$ cat src/rtl/led_message_scroller.sv
// led_message_scroller: holds a nibble message buffer and scrolls a four-digit window
// across it for the seven-segment LED driver. The buffer is written over a valid/ready
// port while idle. A step counter advances the window pointer while running.
// All outputs are registered.
// Optional build macro: SCROLL_REVERSE_EN. It adds the `dir` input, which selects
// backward scrolling.
module led_message_scroller #(
    parameter int unsigned MSG_LEN     = 16,
    parameter int unsigned STEP_CYCLES = 25_000_000,
    parameter int unsigned AW          = $clog2(MSG_LEN)
) (
    input  logic          clk,
    input  logic          reset,
    input  logic          wr_valid,
    output logic          wr_ready,
    input  logic [AW-1:0] wr_addr,
    input  logic [3:0]    wr_data,
    input  logic          start,
    input  logic          stop,
`ifdef SCROLL_REVERSE_EN
    input  logic          dir,
`endif
    output logic [3:0]    digit3,
    output logic [3:0]    digit2,
    output logic [3:0]    digit1,
    output logic [3:0]    digit0,
    output logic          busy,
    output logic          wrap_pulse
);

    localparam int unsigned CW = (STEP_CYCLES > 1) ? $clog2(STEP_CYCLES) : 1;
    localparam logic [CW-1:0] CntLast = CW'(STEP_CYCLES - 1);
    localparam logic [AW-1:0] PtrLast = AW'(MSG_LEN - 1);

    typedef enum logic {StIdle, StRun} state_e;

    state_e        state_q, state_d;
    logic [AW-1:0] ptr_q, ptr_d;
    logic [CW-1:0] cnt_q, cnt_d;
    logic [3:0]    mem_q [MSG_LEN];
    logic [3:0]    mem_d [MSG_LEN];
    logic [15:0]   win_q, win_d;
    logic          wrap_evt_q, wrap_evt_d;
    logic          wrap_q, wrap_d;
    logic          busy_q, busy_d;
    logic          wr_ready_q, wr_ready_d;
    logic          step_back;

`ifdef SCROLL_REVERSE_EN
    assign step_back = dir;
`else
    assign step_back = 1'b0;
`endif

    // Next-state logic: writes and stop/start while idle; step counting while running.
    always_comb begin
        state_d    = state_q;
        ptr_d      = ptr_q;
        cnt_d      = cnt_q;
        mem_d      = mem_q;
        wrap_evt_d = 1'b0;
        unique case (state_q)
            StIdle: begin
                if (wr_valid && wr_ready_q) begin
                    mem_d[wr_addr] = wr_data;
                end
                // stop wins over start, so start+stop together only rewinds.
                if (stop) begin
                    ptr_d = '0;
                end else if (start) begin
                    state_d = StRun;
                    cnt_d   = '0;
                end
            end
            StRun: begin
                if (stop) begin
                    state_d = StIdle;
                    cnt_d   = '0;
                end else if (cnt_q == CntLast) begin
                    cnt_d = '0;
                    if (step_back) begin
                        ptr_d      = ptr_q - AW'(1);
                        wrap_evt_d = (ptr_q == '0);
                    end else begin
                        ptr_d      = ptr_q + AW'(1);
                        wrap_evt_d = (ptr_q == PtrLast);
                    end
                end else begin
                    cnt_d = cnt_q + CW'(1);
                end
            end
            default: state_d = StIdle;
        endcase
    end

    // Output next-state logic. The window is built from the current ptr/mem. The wrap
    // event is delayed one cycle so the pulse lines up with the wrapped digits.
    always_comb begin
        win_d = '0;
        for (int k = 0; k < 4; k++) begin
            win_d[15 - 4 * k -: 4] = mem_q[ptr_q + AW'(k)];
        end
        wrap_d     = wrap_evt_q;
        busy_d     = (state_d == StRun);
        wr_ready_d = (state_d == StIdle);
    end

    // State and output registers with synchronous reset.
    always_ff @(posedge clk) begin
        if (reset) begin
            state_q    <= StIdle;
            ptr_q      <= '0;
            cnt_q      <= '0;
            for (int i = 0; i < MSG_LEN; i++) begin
                mem_q[i] <= '0;
            end
            win_q      <= '0;
            wrap_evt_q <= 1'b0;
            wrap_q     <= 1'b0;
            busy_q     <= 1'b0;
            wr_ready_q <= 1'b1;
        end else begin
            state_q    <= state_d;
            ptr_q      <= ptr_d;
            cnt_q      <= cnt_d;
            for (int i = 0; i < MSG_LEN; i++) begin
                mem_q[i] <= mem_d[i];
            end
            win_q      <= win_d;
            wrap_evt_q <= wrap_evt_d;
            wrap_q     <= wrap_d;
            busy_q     <= busy_d;
            wr_ready_q <= wr_ready_d;
        end
    end

    assign digit3     = win_q[15:12];
    assign digit2     = win_q[11:8];
    assign digit1     = win_q[7:4];
    assign digit0     = win_q[3:0];
    assign busy       = busy_q;
    assign wrap_pulse = wrap_q;
    assign wr_ready   = wr_ready_q;

endmodule

$ cat config.mk
export PLATFORM = sky130hd
export DESIGN_NAME = led_message_scroller
export DESIGN_NICKNAME = d
export VERILOG_FILES = /design/src/rtl/led_message_scroller.sv
export SDC_FILE = /design/constraint.sdc
export NUM_CORES = 1
export LEC_CHECK = 0
export CAP_MARGIN = 10
export CELL_PAD_IN_SITES_DETAIL_PLACEMENT = 1
export CELL_PAD_IN_SITES_GLOBAL_PLACEMENT = 1
export CORE_ASPECT_RATIO = 2
export CORE_UTILIZATION = 30
export DETAILED_ROUTE_END_ITERATION = 12
export PLACE_DENSITY_LB_ADDON = 0.1
export SYNTH_ARGS = -nofsm -noshare
export SYNTH_HDL_FRONTEND = slang
export SYNTH_SLANG_ARGS = --single-unit
$ cat constraint.sdc
create_clock -name clk -period 4.5 [get_ports clk]
set_clock_uncertainty 0.1 [all_clocks]
set_input_delay 0.9 -clock clk [delete_from_list [all_inputs] [get_ports clk]]
set_output_delay 0.9 -clock clk [all_outputs]
set_load 0.05 [all_outputs]
---- Word level (Yosys, flattened, before mapping) ----
Cells that the tools add are included.
operators by class
  equal/unequal tests ..................... 7
  bitwise gates (word level) .............. 8
  reductions and logical operators ........ 6
  add/sub/neg operators ................... 4
  mux-type cells .......................... 28
  $lt $le $gt $ge ......................... 6
operator list
  cell                                                                     count
  25-bit 2-to-1 mux                                                        4
  4-bit binary-select mux with 4-bit select                                4
  64-bit bitwise mux                                                       1
  25-bit case mux with 2 select lines                                      1
  4-bit 2-to-1 mux                                                         12
  25-bit by 1-bit adder with 25-bit output, second input constant          1
  25-bit equality test, second input constant                              1
  5-bit >= comparator, second input constant                               5
  4-bit inverter with 5-bit output                                         5
  4-bit demux with 4-bit select                                            1
  4-bit by 2-bit adder with 4-bit output, second input constant            2
  2-bit inequality test, second input constant                             4
  4-bit case mux with 2 select lines                                       1
  5-bit by 1-bit < comparator with 1-bit output, second input constant     1
  4-bit by 1-bit adder with 4-bit output, second input constant            1
  4-bit equality test, second input constant                               1
  2-bit AND reduction                                                      2
  4-bit OR reduction                                                       1
  1-bit 2-to-1 mux                                                         3
  1-bit inverter                                                           3
  3-bit AND reduction                                                      1
  1-bit logical AND                                                        2
  2-bit by 1-bit inequality test with 1-bit output, second input constant  1
  1-bit case mux with 2 select lines                                       1
storage, ports and cells
  output and inout bits ................... 19
  bits in registers ....................... 113

---- Logic depth before layout (Yosys ltp) ----
  depth in word-level cells ............... 6
  mapped depth ............................ 11
  depth with buffers taken out ............ 6

---- Worst setup path after synthesis ----
OpenSTA, ideal clock, no wires.
  kind .................................... flip-flop to flip-flop
  from .................................... reg ptr_q[1]
  to ...................................... reg win_q[1]
  buffers on the path ..................... 5
  stages on the path, launching flop included .. 11
  data required time ...................... 4.253 ns
  period minus slack after synthesis ...... 2.781 ns
  library setup time ...................... 0.147 ns
  path slack .............................. 1.719 ns
  data arrival time ....................... 2.534 ns
  path through ............................ dfxtp_1 > buf_2 > buf_2 > buf_2 > inv_1 > ha_1 > clkbuf_1 > clkbuf_1 > mux4_2 > mux2i_1 > a211oi_1
on the way
  longest elaborated chain between the ends .. 5
ends and longest elaborated chain
  what                                                    RTL line  RTL
  start: declaration                                      38        logic [AW-1:0] ptr_q, ptr_d;
  start signal: assignment                                124       ptr_q <= ptr_d;
  4-bit by 2-bit adder with 4-bit output                  101       win_d[15 - 4 * k -: 4] = mem_q[ptr_q + AW'(k)];
  4-bit inverter with 5-bit output (not written as such)  101
  4-bit binary-select mux with 4-bit select               101
  4-bit 2-to-1 mux (not written as such) (2 in a row)     101
  end signal: assignment                                  129       win_q <= win_d;
  end: declaration                                        42        logic [15:0] win_q, win_d;
No other way between the ends. The select of a mux whose other input is x is not followed.
A chain may end at the register's enable or synchronous reset.

---- Worst setup path after layout ----
  from .................................... reg busy_q (netlist: busy)
  to ...................................... out busy
RTL lines
  what                      RTL line  RTL
  start: declaration        45        logic busy_q, busy_d;
  start signal: assignment  132       busy_q <= busy_d;
  end: declaration          27        output logic busy,
No word-level cell between the ends.

==> flow_summary.yaml <==
clocking:
  insertion_delay_ns: 0.44
  cts_htree_levels: 4
  cts-resized-gates: 0
  cts_tree: "built"
  cts.sinks: 113
  cts-root-buf: "clkbuf_16"
  ctsHoldBuffers: 0
  clockBufferDepth: 2
  numCtsBuffers: 17
  cts.clk_slew.worst_paths_ns: 0.05
  post_cts_buffers: 0
route:
  avgViaCountPerCell: 5.80
  routed_wirelength_mm: 25.5
  wire_per_inst_um: 25.3
  drc: 0
  ant_nets: 0
  vias: 5862
  drt-initial-drc-count: 356
  firstDrtPassIters: 4
layout:
  fin_nets: 742
  diodes: 0
  final_cells: 1010
  fin_area_mm2: 0.00783
  syn_to_final_growth_pct: 17.5
  drive_above_1_share_pct: 17.1
logic_synthesis:
  syn_nets: 735
  synthFlopType: "dfxtp_1"
  syn_area_mm2: 0.00666
  syn-instance-count: 717
  synth-seq-cells: 113
  avgSynthCellArea_um2: 9.29
  yosysWarnings: 0
  async_flop_share_pct: 0
  yosysMostFrequentCell: "dfxtp_1"
  ys_seq_area_share_pct: 34.0
  synth_edf_count: 0
  synth_cell_type_count: 55
  synthTopCellsByCount: "dfxtp_1, nand2_1, mux4_2, a21oi_1, nor2_1"
  yosysTopAreaCell: "dfxtp_1"
  yosys-top-cells-area: "dfxtp_1, mux4_2, nand2_1"
  synth_top_area_share_pct: 34.0
worst_setup_path:
  worst-path-stages: 1
  regToRegStartpoint: "ptr_q[1]"
  path_delay_family: "buffers and inverters"
  slowest_delay_ns: 0.94
  crit_arrival_ns: 2.17
  worstSetupStartpointType: "register"
  timing.critical_path.cells: "clkdlybuf4s50_1"
  cp-end-kind: "output port"
  critPathCapture: "busy"
  critPathSlowestCell: "clkdlybuf4s50_1"
  cp_max_fo: 22
  r2r_setup_slack_ns: 1.34
  path_class: "reg -> out"
  timing.rr.end: "win_q[11]"
  ff2ff_path_depth: 6
  startpoint: "busy"
  worstPathRequired_ns: 3.50
  cp.buffers_inverters: 1
floorplan:
  die_h_um: 213
  die_width_um: 107
  initial_core_util_pct: 30.7
  rows: 76
  die_area_mm2: 0.0228
  ioPinCount: 32
  core_mm2: 0.0217
placed_design:
  dp_hpwl_mm: 19.7
  dp.cells: 978
  port_buffers: 31
  dpl_cell_area_mm2: 0.00719
  routabilityCongestion: 0.887
timing:
  slew_viol_final: 0
  hold_viol: 0
  fmax_mhz: 316
  slew_headroom_pct: 30.5
  rsz0062_at_grt: "false"
  fin_crit_ns: 3.17
  hold_slack_ns: 0.338
  finalSetupTns_ns: 0
  tightest_slew_ns: 1.04
  period_share_pct: 70.4
  setup_viol: 0
grt:
  grt_max_degree: 52
  antenna_found_initial: 0
  grt_overflow: 0
  first_global_vias: 6301
  grt_pass1_wl_mm: 38.8
  gr-usage-all-layers_pct: 23.9
status:
  status: "complete, no violations"
power_and_ir_drop:
  ir_drop_mv: 0.274
  p_clk_share_pct: 56.2
  power.internal_mw: 2.04
  p_seq_share_pct: 39.1
  total_power_mw: 2.62
  power_density_mw_per_mm2: 335
  p_switching_mw: 0.583
  p_leak_nw: 2.55
  swShare_pct: 22.2
  p_comb_share_pct: 4.7
worst_hold_path:
  hold_path_class: "reg -> reg"
run:
  maxCapViolCount: 0
state kept, by name (all words and copies together), names as in the netlist:
name        count
cnt_q          25
wrap_d          1
wr_ready        1
wrap_pulse      1
ptr_q           4
busy            1
mem_q          64
win_q          16
logic make-up (layout without fill, tap and decap cells):
kind of cell / count (synthesis) / count (layout) / share of synthesized area, %
AO/OA/AOI/OAI: 143 / 143 / 12.6
multiplexers: 93 / 93 / 26.0
flip-flops: 113 / 113 / 34.0
adder cells (fa/ha/maj): 5 / 5 / 0.939
buffers and inverters: 67 / 87 / 4.10
AND/OR/NAND/NOR: 290 / 290 / 21.5
XOR/XNOR: 6 / 6 / 0.902
cells in the final DEF, fill, tap and decap left out, drive strengths merged, types with 3 or more instances in the layout:
cell type / Yosys / final
a211oi: 11 / 11
a21oi: 56 / 56
a31oi: 21 / 21
and2: 6 / 6
and3: 4 / 4
and4: 8 / 8
buf: 18 / 17
bufinv: 0 / 5
clkbuf: 41 / 20
clkdlybuf4s50: 0 / 30
clkinv: 1 / 7
dfxtp: 113 / 113
ha: 5 / 5
inv: 7 / 7
mux2i: 29 / 29
mux4: 64 / 64
nand2: 109 / 109
nand2b: 5 / 5
nand3: 50 / 50
nand4: 13 / 13
nor2: 51 / 51
nor2b: 19 / 19
nor3: 5 / 5
nor4: 4 / 4
o211ai: 6 / 6
o21ai: 35 / 35
o311ai: 3 / 3
or2: 3 / 3
or4: 5 / 5
xnor2: 3 / 3
xor2: 3 / 3
final cells by class:
type / count / area, um2
Sequential cell: 113 / 2260
Fill cell: 2452 / 13900
Timing Repair Buffer: 47 / 425
Multi-Input combinational cell: 537 / 4130
Clock inverter: 12 / 188
Tap cell: 273 / 342
Clock buffer: 20 / 447
Inverter: 8 / 30.0
metrics by stage:
stage	utilization, %	setup slack (ns)
after floorplan	-	1.72
after global placement	33.2	1.18
after detailed placement	33.2	1.16
after CTS	36.1	1.29
after global routing	36.1	1.22
final	36.1	1.33
power by group through the flow:
stage / logic [mW] / registers (mW) / clock network [mW]
floorplan: 0.0722 / 1.04 / 0
global placement: 0.123 / 1.05 / 0
detailed placement: 0.125 / 1.05 / 0
CTS: 0.125 / 1.02 / 1.51
global route: 0.133 / 1.03 / 1.55
finish: 0.123 / 1.02 / 1.47
metal layers:
layer  vias to the layer above  routed length, um  global-route usage, %
li1                       2686                  -                      -
met1                      3003               8280                   21.2
met2                       112              15000                   45.4
met3                        61                512                   3.91
met4                         0               1790                   21.0
met5                         -                  0                      0
worst min-delay path by stage:
stage               startpoint    endpoint  slack, ns  cells past startpoint
global route            wrap_d  wrap_pulse       0.36                      1
floorplan               wrap_d  wrap_pulse       0.31                      1
CTS                     wrap_d  wrap_pulse       0.35                      1
finish                  wrap_d  wrap_pulse       0.34                      1
global placement        wrap_d  wrap_pulse       0.33                      1
detailed placement      wrap_d  wrap_pulse       0.34                      1
No activity file was read; power rests on OpenSTA's default activity.
